<file path="config.mk">
export PLATFORM = sky130hd
export DESIGN_NAME = cv32e40x_align_check_cnt
export DESIGN_NICKNAME = d
export VERILOG_FILES = /design/src/rtl/cv32e40x_pkg.sv /design/src/rtl/cv32e40x_txn_counter.sv /design/src/rtl/cv32e40x_align_check_cnt.sv
export SDC_FILE = /design/constraint.sdc
export NUM_CORES = 1
export LEC_CHECK = 0
export ABC_AREA = 1
export BUFFER_PORTS_ARGS = -buffer_cell sky130_fd_sc_hd__buf_2
export CAP_MARGIN = 20
export CORE_AREA = 2 2 90 92
export CTS_BUF_LIST = sky130_fd_sc_hd__clkbuf_2
export DETAILED_ROUTE_END_ITERATION = 8
export DIE_AREA = 0 0 92 94
export GPL_ROUTABILITY_DRIVEN = 0
export GPL_TIMING_DRIVEN = 0
export MAX_ROUTING_LAYER = met4
export SLEW_MARGIN = 20
export SYNTH_ARGS = -nofsm -noshare
export SYNTH_HDL_FRONTEND = slang
export SYNTH_HIERARCHICAL = 1
export SYNTH_SLANG_ARGS = --single-unit
</file>
<file path="constraint.sdc">
create_clock -name clk -period 2.29 [get_ports clk]
set_input_delay 0.1145 -clock clk [delete_from_list [all_inputs] [get_ports clk]]
set_output_delay 0.1145 -clock clk [all_outputs]
set_load 0.005 [all_outputs]
</file>
<file path="src/rtl/cv32e40x_pkg.sv">
// Shared types for the alignment checker: FSM states, status codes and OBI payloads.
package cv32e40x_pkg;

  typedef enum logic [1:0] {
    ALIGN_OK     = 2'd0,
    ALIGN_RE_ERR = 2'd1,
    ALIGN_WR_ERR = 2'd2
  } align_status_e;

  typedef enum logic [1:0] {
    MPU_OK       = 2'd0,
    MPU_RE_FAULT = 2'd1,
    MPU_WR_FAULT = 2'd2
  } mpu_status_e;

  typedef enum logic [1:0] {
    ALIGN_CNT_IDLE     = 2'd0,
    ALIGN_CNT_ERR_WAIT = 2'd1,
    ALIGN_CNT_ERR_RESP = 2'd2
  } align_cnt_state_e;

  typedef struct packed {
    logic [31:0] addr;
    logic        we;
    logic [3:0]  be;
    logic [31:0] wdata;
    logic [5:0]  atop;
  } obi_data_req_t;

  typedef struct packed {
    logic [31:0] rdata;
    logic        err;
  } obi_data_resp_t;

  typedef struct packed {
    obi_data_resp_t bus_resp;
    align_status_e  align_status;
    mpu_status_e    mpu_status;
  } data_resp_t;

  // Low-address-bit mask for a log2 access size; size 3 is handled as a word.
  function automatic logic [1:0] align_mask(input logic [1:0] size);
    case (size)
      2'd0:    align_mask = 2'b00;
      2'd1:    align_mask = 2'b01;
      default: align_mask = 2'b11;
    endcase
  endfunction

endpackage

</file>
<file path="src/rtl/cv32e40x_txn_counter.sv">
// Up/down counter of in-flight bus transactions, saturating legally at MAX.
module cv32e40x_txn_counter
  import cv32e40x_pkg::*;
#(
  parameter int unsigned MAX = 2
) (
  input  logic                       clk,
  input  logic                       rst,
  input  logic                       inc,
  input  logic                       dec,
  output logic [$clog2(MAX+1)-1:0]   cnt,
  output logic [$clog2(MAX+1)-1:0]   cnt_next,
  output logic                       full
);

  localparam int unsigned W = $clog2(MAX + 1);

  always_comb begin
    cnt_next = cnt;
    case ({inc, dec})
      2'b10:   cnt_next = cnt + W'(1);
      2'b01:   cnt_next = cnt - W'(1);
      default: cnt_next = cnt;
    endcase
  end

  assign full = (cnt == W'(MAX));

  always_ff @(posedge clk or posedge rst) begin
    if (rst) cnt <= '0;
    else     cnt <= cnt_next;
  end

  a_no_overflow:  assert property (@(posedge clk) disable iff (rst) !(inc && !dec && full));
  a_no_underflow: assert property (@(posedge clk) disable iff (rst) !(dec && !inc && (cnt == '0)));

endmodule

</file>
<file path="src/rtl/cv32e40x_align_check_cnt.sv">
// Blocks misaligned atomic/pointer transfers and answers them once earlier bus traffic drains.
// Optional err_addr_o capture is enabled by CV32E40X_ALIGN_ERR_ADDR_CAPTURE_EN.
module cv32e40x_align_check_cnt
  import cv32e40x_pkg::*;
#(
  parameter int unsigned MAX_OUTSTANDING = 2,
  parameter type CORE_REQ_TYPE  = obi_data_req_t,
  parameter type CORE_RESP_TYPE = data_resp_t,
  parameter type BUS_RESP_TYPE  = obi_data_resp_t
) (
  input  logic                                   clk,
  input  logic                                   rst,
  input  logic                                   align_check_en_i,
  input  logic [1:0]                             core_trans_size_i,
  input  logic                                   core_align_err_wait_i,
  input  logic                                   core_trans_valid_i,
  output logic                                   core_trans_ready_o,
  input  CORE_REQ_TYPE                           core_trans_i,
  output logic                                   core_resp_valid_o,
  output CORE_RESP_TYPE                          core_resp_o,
  output logic                                   bus_trans_valid_o,
  input  logic                                   bus_trans_ready_i,
  output CORE_REQ_TYPE                           bus_trans_o,
  input  logic                                   bus_resp_valid_i,
  input  BUS_RESP_TYPE                           bus_resp_i,
  output logic                                   core_align_err_o,
  output logic [$clog2(MAX_OUTSTANDING+1)-1:0]   outstanding_o
`ifdef CV32E40X_ALIGN_ERR_ADDR_CAPTURE_EN
  ,
  output logic [31:0]                            err_addr_o
`endif
);

  localparam int unsigned CNT_W = $clog2(MAX_OUTSTANDING + 1);

  align_cnt_state_e state;
  logic             we_q;
  logic [CNT_W-1:0] cnt;
  logic [CNT_W-1:0] cnt_next;
  logic             full;
  logic             blocked;
  logic             align_err;
  logic             err_accept;

  assign align_err        = align_check_en_i &&
                            (|(core_trans_i.addr[1:0] & align_mask(core_trans_size_i)));
  assign core_align_err_o = align_err;
  assign blocked          = full && !bus_resp_valid_i;
  assign err_accept       = (state == ALIGN_CNT_IDLE) && align_err && core_trans_valid_i;

  cv32e40x_txn_counter #(.MAX(MAX_OUTSTANDING)) u_txn_counter (
    .clk      (clk),
    .rst      (rst),
    .inc      (bus_trans_valid_o && bus_trans_ready_i),
    .dec      (bus_resp_valid_i),
    .cnt      (cnt),
    .cnt_next (cnt_next),
    .full     (full)
  );

  // Handshake steering; errored requests are swallowed, error states stall everything.
  always_comb begin
    bus_trans_valid_o  = 1'b0;
    core_trans_ready_o = 1'b0;
    if (state == ALIGN_CNT_IDLE) begin
      if (align_err) begin
        core_trans_ready_o = 1'b1;
      end else begin
        bus_trans_valid_o  = core_trans_valid_i && !blocked;
        core_trans_ready_o = bus_trans_ready_i && !blocked;
      end
    end
  end

  always_comb begin
    core_resp_o              = '0;
    core_resp_o.bus_resp     = bus_resp_i;
    core_resp_o.mpu_status   = MPU_OK;
    core_resp_o.align_status = ALIGN_OK;
    if (state == ALIGN_CNT_ERR_RESP) begin
      core_resp_o.align_status = we_q ? ALIGN_WR_ERR : ALIGN_RE_ERR;
    end
  end

  assign core_resp_valid_o = bus_resp_valid_i || (state == ALIGN_CNT_ERR_RESP);
  assign bus_trans_o       = core_trans_i;
  assign outstanding_o     = cnt;

  always_ff @(posedge clk or posedge rst) begin
    if (rst) begin
      state <= ALIGN_CNT_IDLE;
      we_q  <= 1'b0;
    end else begin
      case (state)
        ALIGN_CNT_IDLE: begin
          if (err_accept && core_align_err_wait_i) begin
            we_q  <= core_trans_i.we;
            state <= (cnt_next == '0) ? ALIGN_CNT_ERR_RESP : ALIGN_CNT_ERR_WAIT;
          end
        end
        ALIGN_CNT_ERR_WAIT: begin
          if (cnt_next == '0) state <= ALIGN_CNT_ERR_RESP;
        end
        default: state <= ALIGN_CNT_IDLE;
      endcase
    end
  end

`ifdef CV32E40X_ALIGN_ERR_ADDR_CAPTURE_EN
  always_ff @(posedge clk or posedge rst) begin
    if (rst)             err_addr_o <= '0;
    else if (err_accept) err_addr_o <= core_trans_i.addr;
  end
`endif

  // With cnt at zero in ERR_RESP, a bus response there means a protocol violation.
  a_no_resp_in_err_resp: assert property (@(posedge clk) disable iff (rst)
    (state == ALIGN_CNT_ERR_RESP) |-> !bus_resp_valid_i);

endmodule

</file>
==> out/results.tsv <==
stage	metric	value	unit
worst_setup_path	cp_max_fo	3	
clocking	cts_buffer_depth	2	
floorplanning	die_h	94	um
worst_setup_path	critPathMaxStageDelay	0.39	ns
clocking	worstSkewPairLatency	0.21	ns
finish	layout.cells.most_common	buf_2	
grt	grt_max_degree	6	
floorplanning	start_util	15.9	%
drt	totalWireLength	3520	um
drt	met2WireLength	2090	um
synth	ys_types	18	
clocking	cts_tree	done	
synth	synth_area_leader_cell	buf_4	
power	internal-power	0.000459	W
timing	post-route-min-period	1.78	ns
worst_setup_path	cp_data_required_time	2.44	ns
grt	antenna_found_initial	0	
synth	synth_area_per_cell	7.19	um^2
timing	skew	0.00999	ns
finish	layout-drive-gt1-share	82.7	%
drt	via_count	1327	
synth	synth_top_area_share	68.3	%
floorplanning	dieArea	8650	um^2
drt	wl_per_cell	8.74	um
floorplanning	dieWidth	92	um
drt	highest_layer	met3	
floorplanning	ios	235	
drt	met1Wirelength	965	um
timing	finalMaxSlewViolations	0	
worst_setup_path	critPathBufInv	3	
drt	drc	0	
power	power_frac_clock	10.8	%
power	power.leakage	1.29	nW
synth	ys_warn_count	6	
timing	timing.final.crit_share	77.7	%
drt	ant_nets	0	
worst_setup_path	r2r_start	u_txn_counter/cnt[1]	
place	preCtsSetupSlack	0.415	ns
drt	dr.first_iter.drc_count	8	
synth	syn-cell-area	1210	um^2
drt	drtPass1Iterations	4	
clocking	cts_resized	0	
worst_setup_path	cp-end-kind	flip-flop	
power	p_switching	0.000283	W
power	power_frac_seq	22.1	%
clocking	cts.sinks	5	
power	ir_worst_vdd	296	uV
power	pwr_density_cell	370	nW/um^2
worst_setup_path	start_kind	flip-flop	
timing	rsz0062_at_grt	no	
finish	final_nets	420	
synth	synth_area_leaders	buf_4, dfrtp_1, nand2_1	
worst_setup_path	startpoint	u_txn_counter/cnt[1]	
synth	synth-seq-cells	5	
worst_setup_path	crit_path_frequent_cell	nand2_1	
timing	worst_slack	0.511	ns
finish	most-common-layout-cells	buf_2, buf_4, nand2_1	
synth	ys_seq_area_share	10.4	%
clocking	h-tree-depth	1	
clocking	root_buffer	clkbuf_2	
place	place.detailed.hpwl	3400	um
floorplanning	core_area	7610	um^2
floorplanning	rows	32	
outcome	outcome	completed	
place	numPortBuffers	127	
worst_setup_path	crit_path_cell_trace	inv_1, nor2_1, nand2_1, nand2_1, nor2_1, inv_1, ha_1, inv_1, nand3_1, nand2_1, nand2_1, nor2_1, nand2_1, nor2_1	
worst_setup_path	crit_arrival	1.93	ns
worst_setup_path	crit_family	simple AND/OR/NAND/NOR gates	
flow_run	drv_cap	0	
timing	max_freq	562	MHz
timing	fin_setup_tns	0	ns
power	power_switching_share	38.1	%
grt	grt_pass1_vias	1112	
finish	area_growth	65.9	%
clocking	clkTransAtPathRegs	0.06	ns
grt	grt_first_pass_wirelength	4770	um
worst_setup_path	worstSetupPathType	reg -> reg	
clocking	cts_buffers	3	
drt	wl_met3	465	um
synth	synthCells	168	
min_path	min_from	core_trans_i[42]	
finish	n_antenna_cell	0	
power	combPwrFrac	67.1	%
timing	final_hold_viol_count	0	
grt	grt_usage	6.82	%
timing	setup_viol	0	
min_path	worst_hold_path_type	in -> reg	
drt	via_per_inst	3.29	
worst_setup_path	cpMaxStageDelayCell	dfrtp_1	
grt	grt-ovfl-total	0	
## power groups by stage
stage | Sequential, W | Clock, W | Combinational (W)
2_1_floorplan | 0.000161 | 0 | 0.000324
3_3_place_gp | 0.000168 | 0 | 0.000495
3_5_place_dp | 0.000166 | 0 | 0.000507
4_1_cts | 0.000165 | 0.0000846 | 0.000509
5_1_grt | 0.000173 | 0.0000922 | 0.000559
6_report | 0.000164 | 0.0000804 | 0.000498
## registers in the layout (all words and copies together) (netlist names)
register and cells:
u_txn_counter/cnt 2, we_q 1, state 2
## cell usage after synthesis
master and instances:
a21oi_1 1, buf_4 110, conb_1 1, dfrtp_1 5, ha_1 1, inv_1 12
inv_2 3, nand2_1 14, nand2_2 1, nand3_1 1, nand4_1 1, nand4_2 1
nand4_4 1, nor2_1 12, nor2_2 1, nor2_4 1, o21ai_1 1, xnor2_1 1
## timing repair
action                    CTS  global route
buffers inserted            0             0
hold buffers                1             0
hold endpoints to repair    5             0
## through the flow
step / utilization (%) / hold slack (ns) / total power (W) / instances / instance area, um^2
after detailed placement: 26.0 / -0.0118 / 0.000673 / 398 / 1980
after global routing: 26.4 / 0.130 / 0.000824 / 403 / 2010
final: 26.4 / 0.133 / 0.000742 / 403 / 2010
after floorplan: - / -0.144 / 0.000485 / 169 / 1210
after global placement: 26.0 / -0.0159 / 0.000663 / 398 / 1980
after CTS: 26.4 / 0.126 / 0.000759 / 403 / 2010
## path summary, 6_finish.rpt
check,to,slack (ns),cells after the start
max,state[1],0.51,14
min in group asynchronous,u_txn_counter/cnt[1],0.32,3
max in group asynchronous,we_q,1.81,3
max reg2reg,state[1],0.51,14
min reg2reg,u_txn_counter/cnt[1],0.51,2
min,we_q,0.13,3
## area by class of cell
class                           instances  area, um^2
Inverter                               15        56.3
Fill cell                             842        5600
Timing Repair Buffer                  128         646
Clock buffer                            4        20.0
Buffer                                110         826
Sequential cell                         5         125
Tap cell                              102         128
Multi-Input combinational cell         39         205
## kinds of logic (layout without fill, tap and decap cells)
| group | after synthesis | after routing | synth area share, % |
|---|---|---|---|
| flip-flops | 5 | 5 | 10.4 |
| AO/OA/AOI/OAI | 2 | 2 | 0.827 |
| AND/OR/NAND/NOR | 33 | 33 | 13.8 |
| buffers and inverters | 125 | 257 | 73.0 |
| XOR/XNOR | 1 | 1 | 0.725 |
| adder cells (fa/ha/maj) | 1 | 1 | 1.04 |
| other | 1 | 2 | 0.310 |
## tightest hold or removal path, delay by kind of cell
family	cells	cell delay, ns
and+or+nand+nor	2	0.10
buffers and inverters	1	0.09
## per-layer routing
layer,vias up,GRT usage [%]
li1,656,-
met1,554,5.92
met2,117,15.3
met3,0,1.61
met4,0,0
met5,-,-
No activity file was read; power rests on OpenSTA's default activity.
